`src/rtl/button_conditioner.sv`:
```
// Push-button front end: per-channel synchronizer, debouncer, edge pulses and
// an optional auto-repeat FSM that turns a held button into periodic events.
module button_conditioner #(
    parameter int               N_BTN    = 5,
    parameter int               DB_CYC   = 1000000,
    parameter logic [N_BTN-1:0] REP_MASK = N_BTN'(5'b10000),
    parameter int               REP_DLY  = 50000000,
    parameter int               REP_PER  = 20000000
) (
    input  logic               clk_i,
    input  logic               clr_n_i,
    input  logic [N_BTN-1:0]   btn_raw_i,
    output logic [N_BTN-1:0]   lvl_o,
    output logic [N_BTN-1:0]   press_o,
    output logic [N_BTN-1:0]   release_o,
    output logic [N_BTN-1:0]   evt_o,
    output logic [2*N_BTN-1:0] rep_state_o
);

    localparam int              DBW      = $clog2(DB_CYC);
    localparam logic [DBW-1:0]  DB_LAST  = DBW'(DB_CYC - 1);
    localparam logic [27:0]     DLY_LAST = 28'(REP_DLY - 1);
    localparam logic [27:0]     PER_LAST = 28'(REP_PER - 1);

    typedef enum logic [1:0] {
        IDLE   = 2'd0,
        DELAY  = 2'd1,
        REPEAT = 2'd2
    } rep_state_e;

    for (genvar i = 0; i < N_BTN; i++) begin : g_ch
        logic           s1_q, s2_q;
        logic           lvl_q, press_q, rel_q, evt_q;
        logic [DBW-1:0] db_cnt_q;
        logic [27:0]    rep_cnt_q;
        rep_state_e     state_q;
        logic           settle, lvl_d, rise, fall;

        // settle marks the edge on which lvl adopts the synchronized input
        always_comb begin
            settle = (s2_q != lvl_q) && (db_cnt_q == DB_LAST);
            lvl_d  = settle ? s2_q : lvl_q;
            rise   = settle & s2_q;
            fall   = settle & ~s2_q;
        end

        always_ff @(posedge clk_i) begin
            if (!clr_n_i) begin
                s1_q     <= 1'b0;
                s2_q     <= 1'b0;
                lvl_q    <= 1'b0;
                press_q  <= 1'b0;
                rel_q    <= 1'b0;
                db_cnt_q <= '0;
            end else begin
                s1_q    <= btn_raw_i[i];
                s2_q    <= s1_q;
                lvl_q   <= lvl_d;
                press_q <= rise;
                rel_q   <= fall;
                if ((s2_q == lvl_q) || settle) begin
                    db_cnt_q <= '0;
                end else begin
                    db_cnt_q <= db_cnt_q + DBW'(1);
                end
            end
        end

        // Leaving on !lvl_d drops a repeat that would coincide with release
        always_ff @(posedge clk_i) begin
            if (!clr_n_i) begin
                state_q   <= IDLE;
                rep_cnt_q <= '0;
                evt_q     <= 1'b0;
            end else begin
                evt_q     <= rise;
                rep_cnt_q <= '0;
                case (state_q)
                    IDLE: begin
                        if (REP_MASK[i] && rise) begin
                            state_q <= DELAY;
                        end
                    end
                    DELAY: begin
                        if (!lvl_d) begin
                            state_q <= IDLE;
                        end else if (rep_cnt_q == DLY_LAST) begin
                            evt_q   <= 1'b1;
                            state_q <= REPEAT;
                        end else begin
                            rep_cnt_q <= rep_cnt_q + 28'd1;
                        end
                    end
                    REPEAT: begin
                        if (!lvl_d) begin
                            state_q <= IDLE;
                        end else if (rep_cnt_q == PER_LAST) begin
                            evt_q <= 1'b1;
                        end else begin
                            rep_cnt_q <= rep_cnt_q + 28'd1;
                        end
                    end
                    default: state_q <= IDLE;
                endcase
            end
        end

        assign lvl_o[i]               = lvl_q;
        assign press_o[i]             = press_q;
        assign release_o[i]           = rel_q;
        assign evt_o[i]               = evt_q;
        assign rep_state_o[2*i +: 2]  = state_q;
    end

endmodule

```
`config.mk`:
```
export PLATFORM = sky130hd
export DESIGN_NAME = button_conditioner
export DESIGN_NICKNAME = d
export VERILOG_FILES = /design/src/rtl/button_conditioner.sv
export SDC_FILE = /design/constraint.sdc
export NUM_CORES = 1
export LEC_CHECK = 0
export CELL_PAD_IN_SITES_DETAIL_PLACEMENT = 1
export CELL_PAD_IN_SITES_GLOBAL_PLACEMENT = 1
export CORE_UTILIZATION = 49
export DETAILED_ROUTE_END_ITERATION = 6
export PLACE_DENSITY = 0.86
export SLEW_MARGIN = 20
export SYNTH_ARGS = -nofsm -noshare
export SYNTH_HDL_FRONTEND = slang
export SYNTH_SLANG_ARGS = --single-unit
```
`constraint.sdc`:
```
create_clock -name clk_i -period 3.95 [get_ports clk_i]
set_clock_uncertainty 0.05 [all_clocks]
set_input_delay 0.79 -clock clk_i [delete_from_list [all_inputs] [get_ports clk_i]]
set_output_delay 0.79 -clock clk_i [all_outputs]
set_load 0.005 [all_outputs]
```
# ---- Word level (Yosys, flattened, before mapping)
# Index checks and enable logic that the tools add are counted.
dict set report totals {
  latchBits 0
  n_memories 0
  input_bits 7
  mem_bits_rw 0
  mem_bits_ro 0
  ff_bits 280
  output_inout_bits 30
}
dict set report op_classes {
  n_lt_le_gt_ge 0
  eq_ne 46
  mul 0
  shifts 0
  reduce_logical 25
  bitwise_logic 20
  n_div 0
  addsub 10
  n_mux 76
}
# op count
set ops {}
lappend ops {{$mux 28} 20}
lappend ops {{$pmux 28 s2} 5}
lappend ops {{$add 28x1->28 const B} 5}
lappend ops {{$eq 28x25->1 const B} 5}
lappend ops {{$eq 28x26->1 const B} 5}
lappend ops {{$add 20x1->20 const B} 5}
lappend ops {{$eq 20x20->1 const B} 5}
lappend ops {{$mux 2} 16}
lappend ops {{$pmux 2 s3} 5}
lappend ops {{$mux 1} 25}
lappend ops {{$ne 3x3->1 const B} 5}
lappend ops {{$reduce_and 3->1} 5}
lappend ops {{$ne 2x2->1 const B} 6}
lappend ops {{$and 1x1->1} 10}
lappend ops {{$eq 2x1->1 const B} 5}
lappend ops {{$eq 2x2->1 const B} 5}
lappend ops {{$logic_not 2->1} 5}
lappend ops {{$not 1->1} 10}
lappend ops {{$pmux 1 s2} 5}
lappend ops {{$reduce_or 2->1} 5}
lappend ops {{$eq 1x1->1} 5}
lappend ops {{$logic_and 1x1->1} 5}
lappend ops {{$logic_or 1x1->1} 5}
lappend ops {{$ne 1x1->1} 5}

# ---- Logic depth before layout (Yosys ltp)
dict set report depth {
  ltp_word 6
  depth_mapped 8
}

# ---- Worst setup path after synthesis
# Ideal clock, no wire load.
dict set report synth_timing {
  path_kind {reg2reg}
  start {register g_ch[4].rep_cnt_q[0]}
  end {register g_ch[4].rep_cnt_q[24]}
  arrival_time_ns 2.074
  synth_period_minus_slack_ns 2.239
  setup_slack_ns 1.711
  path_stages_with_launch 9
  path_buffers 1
  path_cell_list {dfxtp_1 > ha_1 > and3_1 > nand2_1 > or4_1 > and2_1 > o2111ai_4 > buf_6 > nor2_1}
}
dict set report synth_between {
  elab_chain_cells 4
}
# element line_no
set synth_rtl {}
lappend synth_rtl {{from (decl)} 35} ;# logic [27:0] rep_cnt_q;
lappend synth_rtl {{from (signal assigned)} 91} ;# rep_cnt_q <= rep_cnt_q + 28'd1;
lappend synth_rtl {{from (signal assigned)} 100} ;# rep_cnt_q <= rep_cnt_q + 28'd1;
lappend synth_rtl {{$add 28x1->28, or another cell as far along} {91, 100}}
lappend synth_rtl {{$mux 28, on equally long branches} {97, 87}}
lappend synth_rtl {{$mux 28, on equally long branches} {95, 85}}
lappend synth_rtl {{$pmux 28 s2 *} 78} ;# case (state_q)
# Every way passes the cells marked *; elsewhere a longest branch is shown, timed or not.
# A chain may end at the register's enable or synchronous reset.

# ---- Worst setup path in the final report
dict set report layout_timing {
  start {register g_ch[4].rep_cnt_q[0]}
  end {register g_ch[4].rep_cnt_q[7]}
}
# Same word-level chain as after synthesis.

==> impl_metrics.json <==
{
  "status": "completed",
  "cts_root_buf": "clkbuf_16",
  "worstMarginPinSlew_ns": 0.854,
  "syn_avg_cell_area_um2": 8.81,
  "postCtsHoldBufs": 0,
  "first_pass_iters": 4,
  "rsz0062_at_grt": "no",
  "start_kind": "flop",
  "grt_pass1_vias": 5666,
  "n_antenna_cell": 0,
  "peakVddDrop_uv": 316,
  "cts_tree": "done",
  "die_w_um": 120,
  "grt_pass1_wl_um": 27100,
  "die_area_mm2": 0.0145,
  "syn_area_mm2": 0.00685,
  "ant_nets": 0,
  "grt_usage": 0.241,
  "cts_buffer_depth": 2,
  "drive_above_1_share": 0.0577,
  "num_rows": 42,
  "hold_path.class": "flop to flop",
  "p_leak_nw": 2.53,
  "tns_ns": 0,
  "synth.distinct_cells": 46,
  "setup_viol": 0,
  "register_area_mm2": 0.00312,
  "hold_slack_ns": 0.395,
  "crit_path_end_kind": "flop",
  "report.power.total_mw": 3.60,
  "numCtsBuffers": 17,
  "worst_ep_required_time_ns": 4.17,
  "vias": 5268,
  "core-area_mm2": 0.0135,
  "place.gp.congestion": 0.794,
  "clock-sinks": 156,
  "grt_start_max_net_pins": 28,
  "fmax_mhz": 354,
  "post-place-cells": 941,
  "cts_resized": 0,
  "ys_ff_latch": 156,
  "criticalPathCategory": "flop to flop",
  "hold_viol": 0,
  "area_growth_syn_to_layout_pct": 13.3,
  "multi_input_area_mm2": 0.00339,
  "grt-ovfl-total": 0,
  "via_per_inst": 5.41,
  "netlist_top_cells_area": "dfxtp_1 46%, xor2_1 8.8%, nor2_1 8.7%, xnor2_1 5.8%, nand3_1 3.4%",
  "antenna_found_initial": 0,
  "synth-edff-count": 0,
  "dp_hpwl_um": 10300,
  "die_h_um": 120,
  "wl_per_cell_um": 16.8,
  "drt-total-wl_um": 16300,
  "io_pins": 37,
  "numPortBuffers": 28,
  "post_cts_buffers": 0,
  "synth_area_leader_cell": "dfxtp_1",
  "synth-async-reset-ratio": 0,
  "min_period_ns": 2.82,
  "clkTransAtPathRegs_ns": 0.06,
  "maxCapViolations": 0,
  "n_fill_cell": 1561,
  "clk_latency_ns": 0.44,
  "ys_warn_count": 0,
  "h-tree-depth": 4,
  "maxSlewHeadroom": 0.425,
  "design_area_mm2": 0.00776,
  "netlist.area_leader.share": 0.456,
  "postPlaceCellArea_mm2": 0.00708,
  "fin_cells": 973,
  "period_share": 0.715,
  "drtIter0Drc": 217,
  "synth_seq_area_share": 0.456,
  "synthCells": 778,
  "ys.flop_type": "dfxtp_1",
  "drc": 0,
  "start_util": 0.509,
  "cp_max_fo": 27,
  "slew_violations": 0,
  "nNetsFinal": 800,
  "power_per_cell_area_mw_per_mm2": 463,
  "cp.arrival_ns": 3.05
}
[sequential cells by signal, indices dropped and copies added (netlist names)]
signal / cells
g_ch.db_cnt_q: 100
g_ch.evt_q: 2
g_ch.lvl_q: 5
g_ch.press_q: 4
g_ch.rel_q: 5
g_ch.rep_cnt_q: 28
g_ch.s1_q: 5
g_ch.s2_q: 5
g_ch.state_q: 2
[worst max-delay path, stage by stage, from the launching register on]
cell and delay, ns:
dfxtp_1 0.36, ha_1 0.26, and3_1 0.25, nand2_1 0.08, or4_1 0.59, and2_1 0.23, o2111ai_4 0.68, nor2_1 0.16
[final cells by class]
cell class	instances	share of cell area
multi-input combinational	564	0.437
sequential	156	0.402
clock buffer	18	0.0566
timing repair buffer	29	0.0371
clock inverter	14	0.0313
tap	176	0.0284
inverter	16	0.00774
[cell families (layout without fill, tap and decap cells)]
| logic type | after synthesis | after routing | share of synthesized area |
|---|---|---|---|
| and+or+nand+nor | 404 | 404 | 0.294 |
| DFF | 156 | 156 | 0.456 |
| xor gates and xnor gates | 114 | 114 | 0.146 |
| buffers and inverters | 65 | 77 | 0.0535 |
| AOI/OAI and AO/OA | 22 | 22 | 0.0230 |
| adders and majority gates | 9 | 9 | 0.0164 |
| muxes | 7 | 7 | 0.0110 |
| other | 1 | 8 | 0.000547 |
[per-layer routing]
| metal | vias to the layer above | share of wire | GRT usage |
|---|---|---|---|
| li1 | 2575 | - | - |
| met1 | 2574 | 0.42 | 0.259 |
| met2 | 81 | 0.53 | 0.438 |
| met3 | 38 | 0.029 | 0.0665 |
| met4 | 0 | 0.024 | 0.106 |
| met5 | - | 0 | 0 |
[cells in the mapped netlist (2+ instances only)]
cell type    n
and4_1      10
a22oi_1      2
mux2i_1      6
xor2_1      69
nor3_1      14
buf_2        2
nor2_1     159
nand3_1     47
dfxtp_1    156
or4_1        3
xnor2_1     45
nor2b_1      3
ha_1         9
nand4_1     26
inv_1       16
and2_1      21
nor4b_1      9
or3_1       11
nor3b_1     12
buf_6        2
nand2_1     56
nor4_1       3
clkbuf_1    17
o21ai_0      6
and3_1      18
buf_4       28
or2_2        3
a21oi_1      7
[stage by stage]
stage | setup WS (ns) | util
6_report | 1.13 | 0.577
5_1_grt | 0.922 | 0.577
4_1_cts | 1.10 | 0.577
3_5_place_dp | 1.15 | 0.526
3_3_place_gp | 1.22 | 0.526
2_1_floorplan | 1.71 | -
[report_power, final]
part           internal (mW)  switching, mW
Sequential              1.58         0.0106
Combinational         0.0522         0.0721
Clock                   1.20          0.675
Total                   2.84          0.757
[final timing paths]
path / slack, ns / startpoint / cells after the start / end
hold reg to reg: 0.39 / g_ch[1].s1_q / 1 / g_ch[1].s2_q
setup reg to reg: 1.13 / g_ch[4].rep_cnt_q[0] / 7 / g_ch[4].rep_cnt_q[7]
setup / recovery: 1.13 / g_ch[4].rep_cnt_q[0] / 7 / g_ch[4].rep_cnt_q[7]
hold / removal: 0.39 / g_ch[1].s1_q / 1 / g_ch[1].s2_q
[cell usage in the layout, fill, tap and decap left out, drive strengths merged, types with 5 or more instances in the layout]
cell type      instances
clkinv                 5
clkdlybuf4s50         28
clkbuf                18
nand2                 56
nor3b                 12
nor4b                  9
and2                  21
nand4                 26
or3                   12
xor2                  69
xnor2                 45
mux2i                  6
and3                  18
nor3                  14
and4                  11
bufinv                 6
a21oi                  7
inv                   16
ha                     9
o21ai                  6
nor2                 160
conb                   8
nand3                 47
dfxtp                156
Power figures use the tool's default switching activity.
